## src/rtl/seg_pkg.sv

```systemverilog
// rtl/seg_pkg.sv - shared constants for the multiplexed seven-segment scanner
package seg_pkg;

    localparam int BRIGHT_W = 4;

    localparam int SEG_A  = 0;
    localparam int SEG_G  = 6;
    localparam int SEG_DP = 7;

    // Active-high gfedcba patterns for hex digits 0-9, A, b, C, d, E, F.
    localparam logic [6:0] HEX_SEG [16] = '{
        7'h3F, 7'h06, 7'h5B, 7'h4F, 7'h66, 7'h6D, 7'h7D, 7'h07,
        7'h7F, 7'h6F, 7'h77, 7'h7C, 7'h39, 7'h5E, 7'h79, 7'h71
    };

endpackage

```

## src/rtl/seg_hex_decoder.sv

```systemverilog
// rtl/seg_hex_decoder.sv - nibble to active-high seven-segment pattern
module seg_hex_decoder
    import seg_pkg::*;
(
    input  logic [3:0]         nibble,
    output logic [SEG_G:SEG_A] seg
);

    assign seg = HEX_SEG[nibble];

endmodule

```

## src/rtl/seg_scan_ctrl.sv

```systemverilog
// rtl/seg_scan_ctrl.sv - multiplexed display scanner with PWM brightness, blanking and blink
module seg_scan_ctrl
    import seg_pkg::*;
#(
    parameter int NUM_DIG      = 6,
    parameter int SUB_CYC      = 3125,
    parameter int BLINK_FRAMES = 64,
    parameter bit SEL_ACT_LOW  = 1'b1,
    parameter bit SEG_ACT_LOW  = 1'b1
) (
    input  logic                  clk,
    input  logic                  rst_n,
    input  logic [4*NUM_DIG-1:0]  dis_data,
    input  logic [NUM_DIG-1:0]    dp_in,
    input  logic [NUM_DIG-1:0]    blink_mask,
    input  logic                  lz_blank_en,
    input  logic [BRIGHT_W-1:0]   bright,
    output logic [NUM_DIG-1:0]    seg_sel,
    output logic [7:0]            seg_data,
    output logic                  frame_tick
);

    localparam int IDX_W = (NUM_DIG > 1) ? $clog2(NUM_DIG) : 1;
    localparam int SUB_W = (SUB_CYC > 1) ? $clog2(SUB_CYC) : 1;
    localparam int BF_W  = (BLINK_FRAMES > 1) ? $clog2(BLINK_FRAMES) : 1;

    localparam logic [NUM_DIG-1:0] SEL_OFF  = SEL_ACT_LOW ? '1 : '0;
    localparam logic [7:0]         SEG_OFF  = SEG_ACT_LOW ? 8'hFF : 8'h00;

    logic [SUB_W-1:0]      sub_cnt;
    logic [3:0]            phase;
    logic [IDX_W-1:0]      idx;
    logic                  started;
    logic [BF_W-1:0]       blink_cnt;
    logic                  blink_ph;
    logic [4*NUM_DIG-1:0]  cap_data;
    logic [NUM_DIG-1:0]    cap_dp;
    logic [NUM_DIG-1:0]    cap_blink;
    logic                  cap_lz;
    logic [BRIGHT_W-1:0]   bright_q;

    logic                  sub_wrap;
    logic                  slot_start;
    logic                  slot_end;
    logic                  frame_start;
    logic                  blink_toggle;
    logic [4*NUM_DIG-1:0]  eff_data;
    logic [NUM_DIG-1:0]    eff_dp;
    logic [NUM_DIG-1:0]    eff_blink;
    logic                  eff_lz;
    logic [BRIGHT_W-1:0]   eff_bright;
    logic                  eff_blink_ph;
    logic [3:0]            nibble;
    logic [6:0]            hex_seg;
    logic                  dp_cur;
    logic                  blink_cur;
    logic                  lead_zero;
    logic                  blank;
    logic                  lit;
    logic [NUM_DIG-1:0]    sel_act;
    logic [7:0]            seg_act;

    assign sub_wrap    = (sub_cnt == SUB_W'(SUB_CYC - 1));
    assign slot_start  = (sub_cnt == '0) && (phase == 4'd0);
    assign slot_end    = sub_wrap && (phase == 4'd15);
    assign frame_start = slot_start && (idx == '0) && started;
    assign frame_tick  = frame_start;

    // The frame-start cycle itself must already show the freshly captured
    // inputs, so the capture registers are bypassed on that cycle.
    assign blink_toggle = frame_start && (blink_cnt == BF_W'(BLINK_FRAMES - 1));
    assign eff_data     = frame_start ? dis_data    : cap_data;
    assign eff_dp       = frame_start ? dp_in       : cap_dp;
    assign eff_blink    = frame_start ? blink_mask  : cap_blink;
    assign eff_lz       = frame_start ? lz_blank_en : cap_lz;
    assign eff_bright   = slot_start  ? bright      : bright_q;
    assign eff_blink_ph = blink_ph ^ blink_toggle;

    always_comb begin
        nibble    = 4'd0;
        dp_cur    = 1'b0;
        blink_cur = 1'b0;
        lead_zero = 1'b1;
        sel_act   = '0;
        for (int i = 0; i < NUM_DIG; i++) begin
            if (IDX_W'(i) <= idx) begin
                lead_zero = lead_zero && (eff_data[4*(NUM_DIG-1-i) +: 4] == 4'd0);
            end
            if (IDX_W'(i) == idx) begin
                nibble    = eff_data[4*(NUM_DIG-1-i) +: 4];
                dp_cur    = eff_dp[i];
                blink_cur = eff_blink[i];
            end
        end
        blank = eff_lz && lead_zero && (idx != IDX_W'(NUM_DIG - 1));
        lit   = (phase <= eff_bright) && !(eff_blink_ph && blink_cur);
        for (int i = 0; i < NUM_DIG; i++) begin
            sel_act[i] = lit && (IDX_W'(i) == idx);
        end
        seg_act                 = 8'h00;
        seg_act[SEG_DP]         = dp_cur;
        seg_act[SEG_G:SEG_A]    = blank ? 7'h00 : hex_seg;
    end

    seg_hex_decoder u_hex (
        .nibble (nibble),
        .seg    (hex_seg)
    );

    always_ff @(posedge clk) begin
        if (!rst_n) begin
            sub_cnt   <= '0;
            phase     <= 4'd0;
            idx       <= '0;
            started   <= 1'b0;
            blink_cnt <= '0;
            blink_ph  <= 1'b0;
            cap_data  <= '0;
            cap_dp    <= '0;
            cap_blink <= '0;
            cap_lz    <= 1'b0;
            bright_q  <= '0;
            seg_sel   <= SEL_OFF;
            seg_data  <= SEG_OFF;
        end else begin
            started <= 1'b1;
            sub_cnt <= sub_wrap ? '0 : sub_cnt + SUB_W'(1);
            if (sub_wrap) begin
                phase <= phase + 4'd1;
            end
            if (slot_end) begin
                idx <= (idx == IDX_W'(NUM_DIG - 1)) ? '0 : idx + IDX_W'(1);
            end
            if (slot_start) begin
                bright_q <= bright;
            end
            if (frame_start) begin
                cap_data  <= dis_data;
                cap_dp    <= dp_in;
                cap_blink <= blink_mask;
                cap_lz    <= lz_blank_en;
                blink_cnt <= blink_toggle ? '0 : blink_cnt + BF_W'(1);
                blink_ph  <= eff_blink_ph;
            end
            seg_sel  <= SEL_ACT_LOW ? ~sel_act : sel_act;
            seg_data <= SEG_ACT_LOW ? ~seg_act : seg_act;
        end
    end

endmodule

```

## config.mk

```make
export PLATFORM = sky130hd
export DESIGN_NAME = seg_scan_ctrl
export DESIGN_NICKNAME = d
export VERILOG_FILES = /design/src/rtl/seg_pkg.sv /design/src/rtl/seg_hex_decoder.sv /design/src/rtl/seg_scan_ctrl.sv
export SDC_FILE = /design/constraint.sdc
export NUM_CORES = 1
export LEC_CHECK = 0
export BUFFER_PORTS_ARGS = -buffer_cell sky130_fd_sc_hd__buf_2
export CAP_MARGIN = 40
export CORE_MARGIN = 2
export CORE_UTILIZATION = 50
export DETAILED_ROUTE_END_ITERATION = 8
export PLACE_DENSITY = 0.69
export SLEW_MARGIN = 0
export SYNTH_ARGS = -nofsm -noshare
export SYNTH_HDL_FRONTEND = slang
export SYNTH_SLANG_ARGS = --single-unit
```

## constraint.sdc

```tcl
create_clock -name clk -period 4 [get_ports clk]
set_input_delay 0.8 -clock clk [delete_from_list [all_inputs] [get_ports clk]]
set_output_delay 0.8 -clock clk [all_outputs]
set_load 0.05 [all_outputs]
```

Yosys cells after proc, flatten, opt, wreduce, memory -nomap -nowiden
Memories as Yosys holds them, arrays and structs flattened.
Cells that the tools add are included.
{"block": "op_classes", "eq_ne": 10, "n_addsub": 4, "bitwise_logic": 5, "n_reduce_logical": 31, "magnitude_cmp": 8, "muxes": 35}
{"cell": "4-bit logical NOT", "n": 7}
{"cell": "4-bit two-way mux", "n": 7}
{"cell": "24-bit two-way mux", "n": 1}
{"cell": "7-bit two-way mux", "n": 3}
{"cell": "1-bit logical AND", "n": 20}
{"cell": "1-bit two-way mux", "n": 20}
{"cell": "6-bit two-way mux", "n": 3}
{"cell": "12-bit by 1-bit adder with 12-bit output, second input constant", "n": 1}
{"cell": "12-bit == test, second input constant", "n": 1}
{"cell": "12-bit logical NOT", "n": 1}
{"cell": "8-bit NOT", "n": 1}
{"cell": "6-bit by 1-bit adder with 6-bit output, second input constant", "n": 1}
{"cell": "2-bit by 3-bit == test with 1-bit output, first input constant", "n": 2}
{"cell": "3-bit == test, first input constant", "n": 2}
{"cell": "6-bit == test, second input constant", "n": 1}
{"cell": "1-bit by 3-bit less-or-equal comparator with 1-bit output, first input constant", "n": 2}
{"cell": "2-bit by 3-bit less-or-equal comparator with 1-bit output, first input constant", "n": 2}
{"cell": "3-bit less-or-equal comparator, first input constant", "n": 2}
{"cell": "6-bit NOT", "n": 1}
{"cell": "5-bit >= comparator, second input constant", "n": 1}
{"cell": "4-bit NOT with 5-bit output", "n": 1}
{"cell": "4-bit by 1-bit adder with 4-bit output, second input constant", "n": 1}
{"cell": "4-bit == test, second input constant", "n": 1}
{"cell": "4-bit less-or-equal comparator", "n": 1}
{"cell": "10 further kinds", "n": 10}
{"block": "word_totals", "mem_bits_ro": 112, "in_bits": 43, "output_inout_bits": 15, "ff_bits": 82, "memories": 1}
{"name": "(name not given)", "depth": 16, "word_bits": 7, "read_ports": 1, "rd_clocked_by_memory_dff": 0, "write_ports": 0, "line": "seg_hex_decoder.sv:9", "text": "assign seg = HEX_SEG[nibble];"}

Logic depth before layout (Yosys ltp)
Gate-level depths: netlist (run 1).
{"block": "depth", "word_depth": 21, "depth_mapped": 19}

Hierarchy
A second synthesis (run 1) with hierarchy kept.
{"block": "hier_totals", "hier_cells": 471, "area_unflattened_um2": 4264.1}
{"mod": "seg_scan_ctrl", "n_inst": 1, "area_per_inst_um2": 3973.8, "cells_each": 438}
{"mod": "seg_hex_decoder", "n_inst": 1, "area_per_inst_um2": 290.3, "cells_each": 33}

Least setup slack after synthesis (run 1)
No wires, ideal clock.
{"block": "synth_timing", "kind": "flip-flop to output port", "startpoint": "reg idx[0]", "endpoint": "out frame_tick", "slack_ns": 0.837, "n_path_buf": 5, "arrival_ns": 2.363, "path_stages_with_launch": 12, "cell_sequence": "dfxtp_1 > buf_2 > inv_1 > ha_1 > nor2b_2 > and4_1 > buf_6 > nand2_4 > buf_6 > clkinv_2 > buf_2 > buf_1"}
{"block": "synth_via", "elab_chain_cells": 3}
{"element": "start: declaration", "line": "seg_scan_ctrl.sv:32", "text": "logic [IDX_W-1:0] idx;"}
{"element": "start signal: assignment", "line": "seg_scan_ctrl.sv:132", "text": "idx <= (idx == IDX_W'(NUM_DIG - 1)) ? '0 : idx + IDX_W'(1);"}
{"element": "3-bit logical NOT", "line": "seg_scan_ctrl.sv:66", "text": "assign frame_start = slot_start && (idx == '0) && started;"}
{"element": "1-bit logical AND (2 in series)", "line": "seg_scan_ctrl.sv:66"}
{"element": "end: declaration", "line": "seg_scan_ctrl.sv:20", "text": "output logic frame_tick"}
Every way passes these cells.

Final worst setup path (run 1)
{"block": "layout_timing", "startpoint": "reg idx[0]", "endpoint": "reg seg_data[3]"}
{"block": "layout_via", "elab_chain_cells": 20}
{"element": "branches (longest 18 deep; another with memory read 16 x 7 bit)"}
{"element": "7-bit two-way mux *", "line": "seg_scan_ctrl.sv:102", "text": "seg_act[SEG_G:SEG_A] = blank ? 7'h00 : hex_seg;"}
{"element": "8-bit NOT *", "line": "seg_scan_ctrl.sv:146", "text": "seg_data <= SEG_ACT_LOW ? ~seg_act : seg_act;"}
{"element": "end signal: assignment", "line": "seg_scan_ctrl.sv:146"}
{"element": "end: declaration", "line": "seg_scan_ctrl.sv:19", "text": "output logic [7:0] seg_data,"}
Mark *: on every way between the ends. The select of a mux whose other input is x is not followed.
A chain may end at the register's enable or synchronous reset.

==> flow_metrics.py, run 1 <==
metrics = {
    "run_status": {
        "status": "finished clean",
    },
    "global_route": {
        "grt_max_degree": 59,
        "antenna_found_initial": 0,
        "grt_pass1_vias": 3359,
        "grt_usage_pct": 22.5,
        "grt_pass1_wl_mm": 15.8,
        "grt-ovfl-total": 0,
    },
    "timing": {
        "tns_ps": 0,
        "worstMarginPinSlew_ps": 667,
        "rsz0062_at_grt": "false",
        "setup_viol": 0,
        "report.final.slew_viol_count": 0,
        "clock-skew-final_ps": 12.7,
        "fin_crit_sh_pct": 88.9,
        "hold_viol": 0,
        "relSlewSlack_pct": 55.3,
        "fin_crit_ps": 3560,
        "max_freq_mhz": 281,
    },
    "setup_path": {
        "endpoint_kind": "register",
        "crit_type": "register to register",
        "worstReg2RegStart": "idx[0]",
        "reg2reg_setup_slack_ps": 440,
        "cpMostUsedCell": "inv_1",
        "cpMaxStageDelayCell": "dfxtp_1",
        "reg2reg_depth": 15,
        "critPathMaxStageDelay_ps": 510,
        "critical_path_arrival_ps": 3780,
        "cp-start-kind": "register",
        "critical_path.cell_chain": "inv_1 > ha_1 > nor2b_2 > and4_1 > nand2_8 > clkinv_2 > a211oi_1 > a21oi_1 > a21oi_2 > inv_1 > ha_1 > inv_1 > a21oi_1 > a211oi_1 > o21ai_1",
        "timing.rr.end": "seg_data[3]",
        "crit_fanout": 25,
        "critical_path_required_ps": 4220,
    },
    "placed_design": {
        "place_inst": 609,
        "dp_hpwl_mm": 7.19,
        "globalplace.congestion": 0.955,
        "portBuffers": 57,
    },
    "yosys": {
        "syn_inst": 462,
        "synth_edf_count": 0,
        "syn_nets": 523,
        "yosysUniqueCellTypes": 62,
        "ys_seq_area_share_pct": 39.5,
        "async_reset_ff_share_pct": 0,
        "syn_avg_cell_area_um2": 8.99,
        "ys_ff_latch": 82,
        "synthFlopType": "dfxtp_1",
        "synth_area_mm2": 0.00416,
        "synth-warning-count": 0,
    },
    "floorplanning": {
        "core-area_mm2": 0.00813,
        "initial_core_util_pct": 51.1,
        "fp.dieH_um": 95.2,
        "pin_count": 58,
        "rows": 33,
        "dieArea_mm2": 0.00906,
        "dieWidth_um": 95.2,
    },
    "layout": {
        "nFillCells": 742,
        "finish.utilization_pct": 58.4,
        "final_cell_mix": "82 x dfxtp_1, 59 x nand2_1, 57 x buf_2, 28 x nor2_1, 28 x mux2i_1",
        "fin_cells": 624,
        "n_antenna_cell": 0,
        "layout-drive-gt1-share_pct": 18.3,
        "area_growth_pct": 14.4,
        "nNetsFinal": 576,
        "final_common_cell": "dfxtp_1",
    },
    "detailed_routing": {
        "num_vias": 3444,
        "firstDrtPassIters": 4,
        "final_antenna_net_count": 0,
        "drt_iter0_drc": 239,
        "drc": 0,
        "wire_per_inst_um": 15.4,
        "wl_mm": 9.60,
        "vias_per_cell": 5.52,
    },
    "cts": {
        "htreeDepth": 3,
        "clockBufferDepth": 2,
        "cts_inserted_buffers": 9,
        "cts_hold_buf": 0,
        "cts_root_buf": "clkbuf_8",
        "postCtsSetupBuffers": 0,
        "clk-insertion-delay-late_ps": 350,
        "cts-resized-gates": 0,
        "cts_tree": "done",
        "clock_sinks": 82,
        "cts.clk_slew.worst_paths_ps": 80,
    },
    "worst_hold_path": {
        "min-delay-start": "blink_cnt[3]",
        "hold_path_depth": 2,
        "holdPathEnd": "blink_cnt[3]",
        "worstHoldPathType": "register to register",
    },
    "power_and_ir_drop": {
        "netSwitchingFraction_pct": 27.8,
        "switchingPower_uw": 554,
        "p_comb_share_pct": 19.0,
        "p_int_uw": 1440,
        "clockPowerShare_pct": 36.4,
        "p_leak_uw": 0.00195,
        "p_per_area_mw_per_mm2": 419,
        "p_total_uw": 1990,
        "p_seq_share_pct": 44.6,
        "vdd_ir_drop_max_mv": 0.257,
    },
    "job": {
        "cap_violations": 0,
    },
}
-- cell type report --
| cell class | instances | area [um2] | area share, % |
|---|---|---|---|
| Multi-Input combinational cell | 344 | 2350 | 49.5 |
| Clock inverter | 5 | 103 | 2.16 |
| Inverter | 15 | 57.6 | 1.21 |
| Timing Repair Buffer | 63 | 330 | 6.95 |
| Sequential cell | 82 | 1640 | 34.5 |
| Tap cell | 105 | 131 | 2.76 |
| Clock buffer | 10 | 138 | 2.90 |
-- metal layers --
metal / routed length [um] / track usage [%] / vias up / share of wire, %
met1: 4530 / 31.0 / 1606 / 47
met5: 0 / 0 / - / 0
met4: 110 / 9.06 / 0 / 1.1
met3: 572 / 3.95 / 8 / 6.0
li1: - / - / 1727 / -
met2: 4390 / 34.9 / 103 / 46
-- worst max-delay path: cells and delay by family (launching register included) --
family	cells	cell delay, ps
flops	1	510
simple gates	3	810
fa+ha+maj	2	490
compound gates	6	1020
buf+inv	4	610
-- synthesized netlist by cell type, types with 4 or more instances --
cell | n | share of area [%]
nand2_1 | 59 | 5.3
xnor2_1 | 11 | 2.3
a21oi_1 | 16 | 1.9
nor4_1 | 12 | 1.8
a21boi_0 | 18 | 3.3
buf_2 | 6 | 0.72
mux2i_1 | 28 | 6.7
nand3_1 | 22 | 2.6
o221ai_1 | 6 | 1.3
a31oi_1 | 4 | 0.60
o21ai_0 | 11 | 1.3
nor2b_1 | 25 | 3.8
nand2b_1 | 4 | 0.60
xor2_1 | 7 | 1.5
inv_1 | 14 | 1.3
nor2_1 | 28 | 2.5
ha_1 | 18 | 5.4
nand4_1 | 7 | 1.1
and2_1 | 13 | 2.0
dfxtp_1 | 82 | 40
clkbuf_1 | 9 | 0.81
-- flip-flops by register name, summed over array words and instances, names as in the netlist --
name / cells
blink_ph: 1
sub_cnt: 12
blink_cnt: 6
started: 1
idx: 3
bright_q: 4
cap_lz: 1
phase: 4
cap_blink: 6
cap_data: 24
seg_data: 8
seg_sel: 6
cap_dp: 6
-- cell families after synthesis --
family,Yosys count,synth area share (%)
muxes,31,7.71
adders and majority gates,18,5.42
and+or+nand+nor,193,24.1
DFF,82,39.5
buffers and inverters,36,4.10
xor gates and xnor gates,18,3.79
AOI/OAI and AO/OA,84,15.3
-- how the worst max path moves through the flow --
stage	startpoint	to	slack [ps]	cells after the start
after floorplan	idx[0]	frame_tick	840	11
after CTS	idx[0]	seg_data[3]	340	15
after global routing	idx[0]	seg_data[3]	100	15
after global placement	idx[1]	seg_data[3]	570	13
after detailed placement	idx[1]	seg_data[3]	360	15
final	idx[0]	seg_data[3]	440	15
-- power by group through the flow --
stage | sequential (uW) | clock, uW | combinational (uW)
after floorplan | 956 | 0 | 233
after global placement | 906 | 0 | 367
after detailed placement | 908 | 0 | 374
after CTS | 889 | 735 | 375
after global routing | 895 | 771 | 415
final | 888 | 724 | 378
-- stage by stage --
step / setup slack, ps / area [um2] / hold WS (ps)
after global placement: 573 / 4500 / 442
after CTS: 344 / 4740 / 478
after detailed placement: 356 / 4500 / 467
final: 444 / 4750 / 477
after floorplan: 837 / 4160 / 430
after global routing: 96.2 / 4750 / 519
Note: power is estimated with default switching activity, not from simulation.
==> run 2, diff against run 1 <==
- SYNTH_HIERARCHICAL: unset -> 1
==> run 2 against run 1 <==
  * First-iteration DRC count fell by 33%
  * Register-to-register slack got worse by 20 ps
  * Global-route usage fell by 0.65 points
  * Synthesized cell count rose by 1.9%
  * Worst setup slack got worse by 18 ps
  * Design area rose by 2.0%
  * Routed wire length rose by 2.0%
==> flow_metrics.py, run 2 <==
metrics = {
    "detailed_routing": {
        "num_vias": 3460,
        "firstDrtPassIters": 5,
        "final_antenna_net_count": 0,
        "wl_mm": 9.79,
        "vias_per_cell": 5.44,
        "wire_per_inst_um": 15.4,
        "drc": 0,
        "drt_iter0_drc": 159,
    },
    "placed_design": {
        "preCtsSetupSlack_ps": 456,
        "dp_hpwl_mm": 7.27,
        "placed_cell_area_mm2": 0.00465,
        "portBuffers": 57,
        "place_inst": 621,
        "globalplace.congestion": 0.837,
    },
    "power_and_ir_drop": {
        "vdd_ir_drop_max_mv": 0.177,
        "p_total_uw": 1900,
        "p_leak_uw": 0.00200,
        "p_per_area_mw_per_mm2": 391,
    },
    "timing": {
        "rsz0062_at_grt": "false",
        "tns_ps": 0,
        "worstMarginPinSlew_ps": 563,
        "max_freq_mhz": 280,
        "relSlewSlack_pct": 62.3,
        "fin_crit_ps": 3570,
        "clock-skew-final_ps": 7.47,
        "fin_crit_sh_pct": 89.4,
        "setup_viol": 0,
        "report.final.slew_viol_count": 0,
        "hold_viol": 0,
        "setup_slack_ps": 426,
    },
    "cts": {
        "postCtsSetupBuffers": 0,
        "cts_tree": "done",
        "htreeDepth": 3,
        "cts_inserted_buffers": 9,
        "cts_root_buf": "clkbuf_8",
        "clockBufferDepth": 2,
        "cts_hold_buf": 0,
        "cts-resized-gates": 0,
        "cts.clk_slew.worst_paths_ps": 80,
        "clk-insertion-delay-late_ps": 350,
        "clock_sinks": 82,
    },
    "layout": {
        "top_regs": "cap_data x24, sub_cnt x12, seg_data x8",
        "design_area_mm2": 0.00485,
        "area_growth_pct": 13.7,
        "final_cell_mix": "82 x dfxtp_1, 58 x nand2_1, 57 x buf_2, 32 x nor2b_1, 30 x nor2_1",
        "n_antenna_cell": 0,
        "largest_reg_flops": 24,
        "fin_cells": 636,
        "nNetsFinal": 589,
        "layout-drive-gt1-share_pct": 19.0,
        "max_flop_register": "cap_data",
        "final_common_cell": "dfxtp_1",
    },
    "global_route": {
        "grt_usage_pct": 21.9,
        "grt_max_degree": 47,
        "antenna_found_initial": 0,
        "grt_pass1_vias": 3251,
        "grt_pass1_wl_mm": 15.5,
        "grt-ovfl-total": 0,
    },
    "worst_hold_path": {
        "worstHoldPathType": "register to register",
    },
    "floorplanning": {
        "dieWidth_um": 96.4,
        "pin_count": 58,
        "rows": 33,
        "dieArea_mm2": 0.00928,
        "core-area_mm2": 0.00826,
        "initial_core_util_pct": 51.6,
        "fp.dieH_um": 96.4,
    },
    "yosys": {
        "syn_inst": 471,
        "async_reset_ff_share_pct": 0,
        "synthTopCellsByArea": "dfxtp_1 38%, mux2i_1 6.6%, ha_1 5.6%",
        "synth_area_mm2": 0.00426,
        "syn_avg_cell_area_um2": 9.05,
        "synth_most_common_cell": "dfxtp_1",
        "synth_top_cell_area_share_pct": 38.5,
        "synthDominantAreaCellType": "dfxtp_1",
        "ys_ff_latch": 82,
        "ys_seq_area_share_pct": 38.5,
        "syn_nets": 533,
        "synth-warning-count": 6,
        "synth_edf_count": 0,
        "synth_common_cells": "82 x dfxtp_1, 58 x nand2_1, 32 x nor2b_1",
        "yosysUniqueCellTypes": 59,
        "synthFlopType": "dfxtp_1",
    },
    "setup_path": {
        "endpoint_kind": "register",
        "critical_path_required_ps": 4280,
        "crit_type": "register to register",
        "critical_path_arrival_ps": 3860,
        "cp-start-kind": "register",
        "crit_fanout": 27,
    },
    "run_status": {
        "status": "finished clean",
    },
    "job": {
        "cap_violations": 0,
    },
}
run 2: cell types whose count changed after synthesis, moves of 4 or more:
cell,before,now
o221ai_1,6,0
a221oi_1,0,5
nor2b_1,25,32
and3_1,3,8
nand3_1,22,9
a21oi_1,16,11
o22ai_1,0,4
o211ai_1,3,11
run 2: worst paths after layout:
kind	from	to	slack [ps]	cells after the start
setup reg to reg	idx[0]	seg_data[3]	430	14
hold reg to reg	cap_dp[3]	cap_dp[3]	460	2
hold / removal	cap_dp[3]	cap_dp[3]	460	2
setup / recovery	idx[0]	seg_data[3]	430	14
run 2: power by group:
group	total, uW	switching, uW	internal, uW
clock network	637	289	348
logic	371	223	148
registers	888	23.5	864
total	1900	535	1360
run 2: through the flow:
step | util (%) | hold WS (ps)
after floorplan | - | 436
after global placement | 56.3 | 449
after detailed placement | 56.3 | 456
after CTS | 58.7 | 467
after global routing | 58.7 | 486
final | 58.7 | 464
run 2: kinds of logic (layout without fill, tap and decap cells):
group	after synthesis	after routing	synth area share, %
adders and majority gates	19	19	5.58
and+or+nand+nor	194	194	25.2
DFF	82	82	38.5
muxes	34	34	8.69
xor gates and xnor gates	20	20	4.11
buffers and inverters	36	96	3.81
AOI/OAI and AO/OA	86	86	14.1
run 2: area by class of cell:
type,count,area [um2]
fill,765,3410
multi-input combinational,353,2460
sequential,82,1640
timing repair buffer,68,368
clock buffer,12,135
tap,105,131
clock inverter,3,65.1
inverter,13,48.8
run 2: worst max-delay path: stages, from the launching register on:
cell and delay, ps:
dfxtp_1 500, inv_1 110, ha_1 250, nand3b_4 130, and3b_2 250, nand2_4 300, mux2i_1 160, a22oi_1 270
o21ai_0 130, a221oi_1 250, buf_4 190, inv_1 80, ha_1 300, mux4_1 490, o211ai_1 100
run 2: metal layers:
layer  vias to the layer above  global-route usage (%)  part of all wire, %
li1                       1779                       -                    -
met1                      1600                    29.8                   48
met2                        68                    35.2                   46
met3                        13                    3.76                  5.1
met4                         0                    7.16                  1.4
met5                         -                       0                    0
==> run 3, diff against run 2 <==
- CORE_ASPECT_RATIO: unset -> 1.25
==> run 3 against run 2 <==
  * Clock skew rose by 3.9 ps
  * Design area is 0.67% lower
  * Worst hold slack improved by 2.7 ps
  * Clock power down 6.8%
  * Largest cell class unchanged
  * Critical path depth shrank 1
  * Largest power group unchanged
  * Sequential share of layout area grew 0.23 points
  * Register-to-register slack about the same
==> flow_metrics.py, run 3 (same netlist as run 2, synthesis figures left out) <==
metrics = {
    "timing": {
        "tns_ps": 0,
        "setup_slack_ps": 425,
        "fin_crit_ps": 3580,
        "max_freq_mhz": 280,
        "clock-skew-final_ps": 11.4,
        "relSlewSlack_pct": 58.6,
        "rsz0062_at_grt": "false",
        "setup_viol": 0,
        "hold_viol": 0,
        "worstMarginPinSlew_ps": 618,
        "report.final.slew_viol_count": 0,
        "fin_crit_sh_pct": 89.4,
    },
    "cts": {
        "clk-insertion-delay-late_ps": 380,
        "cts_tree": "done",
        "cts.clk_slew.worst_paths_ps": 90,
        "clock_sinks": 82,
        "htreeDepth": 3,
        "clockBufferDepth": 2,
        "cts_root_buf": "clkbuf_8",
        "cts_inserted_buffers": 9,
        "postCtsSetupBuffers": 0,
    },
    "layout": {
        "n_antenna_cell": 0,
        "layout-drive-gt1-share_pct": 19.2,
        "nNetsFinal": 587,
        "fin_cells": 627,
        "largest_reg_flops": 24,
        "nFillCells": 741,
        "design_area_mm2": 0.00482,
        "max_flop_register": "cap_data",
        "area_growth_pct": 13.0,
        "top_regs": "cap_data x24, sub_cnt x12, seg_data x8",
        "final_cell_mix": "82 x dfxtp_1, 58 x nand2_1, 57 x buf_2, 32 x nor2b_1, 30 x nor2_1",
        "finish.utilization_pct": 58.5,
        "final_common_cell": "dfxtp_1",
    },
    "floorplanning": {
        "pin_count": 58,
        "dieWidth_um": 86.6,
        "core-area_mm2": 0.00824,
        "dieArea_mm2": 0.00929,
        "rows": 37,
        "initial_core_util_pct": 51.7,
        "fp.dieH_um": 107,
    },
    "worst_hold_path": {
        "worstHoldPathType": "register to register",
        "holdPathEnd": "cap_dp[0]",
        "min-delay-start": "cap_dp[0]",
        "hold_path_depth": 2,
    },
    "setup_path": {
        "worstReg2RegStart": "idx[0]",
        "critPathMaxStageDelay_ps": 510,
        "crit_fanout": 23,
        "endpoint_kind": "register",
        "reg2reg_depth": 13,
        "timing.rr.end": "seg_data[3]",
        "cp-start-kind": "register",
        "critical_path_arrival_ps": 3880,
        "cpMaxStageDelayCell": "dfxtp_1",
        "critical_path.cell_chain": "inv_1 > ha_1 > nand3b_4 > and3b_2 > nand2_4 > mux2i_1 > a22oi_1 > o21ai_0 > a221oi_2 > inv_1 > ha_1 > mux4_1 > o211ai_1",
        "reg2reg_setup_slack_ps": 420,
        "path_buf_inv": 2,
        "crit_type": "register to register",
        "path_delay_family": "compound AO/OA/AOI/OAI gates",
        "critical_path_required_ps": 4300,
    },
    "detailed_routing": {
        "firstDrtPassIters": 4,
        "final_antenna_net_count": 0,
        "wl_mm": 10.2,
        "wire_per_inst_um": 16.3,
        "vias_per_cell": 5.63,
        "drc": 0,
        "num_vias": 3531,
        "drt_iter0_drc": 158,
    },
    "placed_design": {
        "placed_cell_area_mm2": 0.00462,
        "place_inst": 611,
        "dp_hpwl_mm": 7.53,
        "portBuffers": 57,
        "preCtsSetupSlack_ps": 262,
        "globalplace.congestion": 0.808,
    },
    "global_route": {
        "grt_max_degree": 36,
        "grt_usage_pct": 23.2,
        "grt_pass1_vias": 3458,
        "grt-ovfl-total": 0,
        "grt_pass1_wl_mm": 16.7,
        "antenna_found_initial": 0,
    },
    "run_status": {
        "status": "finished clean",
    },
    "power_and_ir_drop": {
        "p_per_area_mw_per_mm2": 385,
        "vdd_ir_drop_max_mv": 0.228,
        "p_leak_uw": 0.00198,
    },
    "job": {
        "cap_violations": 0,
    },
}
run 3: cell types whose count changed in the layout (fill, tap and decap cells not counted):
cell	previous run	this run
a221oi_2	0	1
a221oi_1	5	4
bufinv_16	2	1
clkinv_2	1	2
clkbuf_1	3	2
clkinvlp_4	0	2
buf_4	11	9
run 3: power by group:
part | switching [uW] | total, uW | internal (uW) | leakage (uW)
Sequential | 24.4 | 889 | 864 | 0.000670
Clock | 307 | 594 | 287 | 0.0000893
Combinational | 226 | 372 | 146 | 0.00122
Total | 558 | 1850 | 1300 | 0.00198
run 3: how the worst max path moves through the flow:
stage / start / to / slack (ps) / depth (start not counted)
2_1_floorplan: idx[0] / seg_data[3] / 670 / 15
3_3_place_gp: idx[0] / seg_data[3] / 390 / 13
3_5_place_dp: idx[0] / seg_data[3] / 260 / 13
4_1_cts: idx[0] / seg_data[3] / 220 / 13
5_1_grt: idx[0] / seg_data[3] / 50 / 14
6_report: idx[0] / seg_data[3] / 420 / 13
run 3: worst reg2reg max path, cell delays in order, from the launching register on:
cell,delay [ps]
dfxtp_1,510
inv_1,120
ha_1,260
nand3b_4,130
and3b_2,250
nand2_4,300
mux2i_1,160
a22oi_1,200
o21ai_0,150
a221oi_2,340
inv_1,170
ha_1,340
mux4_1,490
o211ai_1,100
run 3: what timing repair did:
action,in CTS,in global routing
hold buffers,0,0
resized for setup,0,1
setup endpoints to repair,0,2
run 3: cell type report:
| cell class | instances | area (um2) | area share [%] |
|---|---|---|---|
| multi-input cells | 353 | 2470 | 51.2 |
| repair buffers | 66 | 353 | 7.32 |
| flip-flops and latches | 82 | 1640 | 34.1 |
| inverters | 13 | 48.8 | 1.01 |
| clock buffers | 11 | 131 | 2.73 |
| well taps | 97 | 121 | 2.52 |
| clock inverters | 5 | 55.1 | 1.14 |
run 3: per-stage QoR:
stage                     power, uW  hold WS, ps
after detailed placement       1280          456
final                          1850          467
after floorplan                1180          436
after CTS                      1860          468
after global placement         1270          447
after global routing           1940          483
run 3: routing by layer:
metal  up-vias  GRT usage, %  share of wire, %
met3        16          3.07               2.7
met4         0          11.8               2.3
met5         -             0                 0
met1      1682          28.6                44
met2        62          39.1                51
li1       1771             -                 -
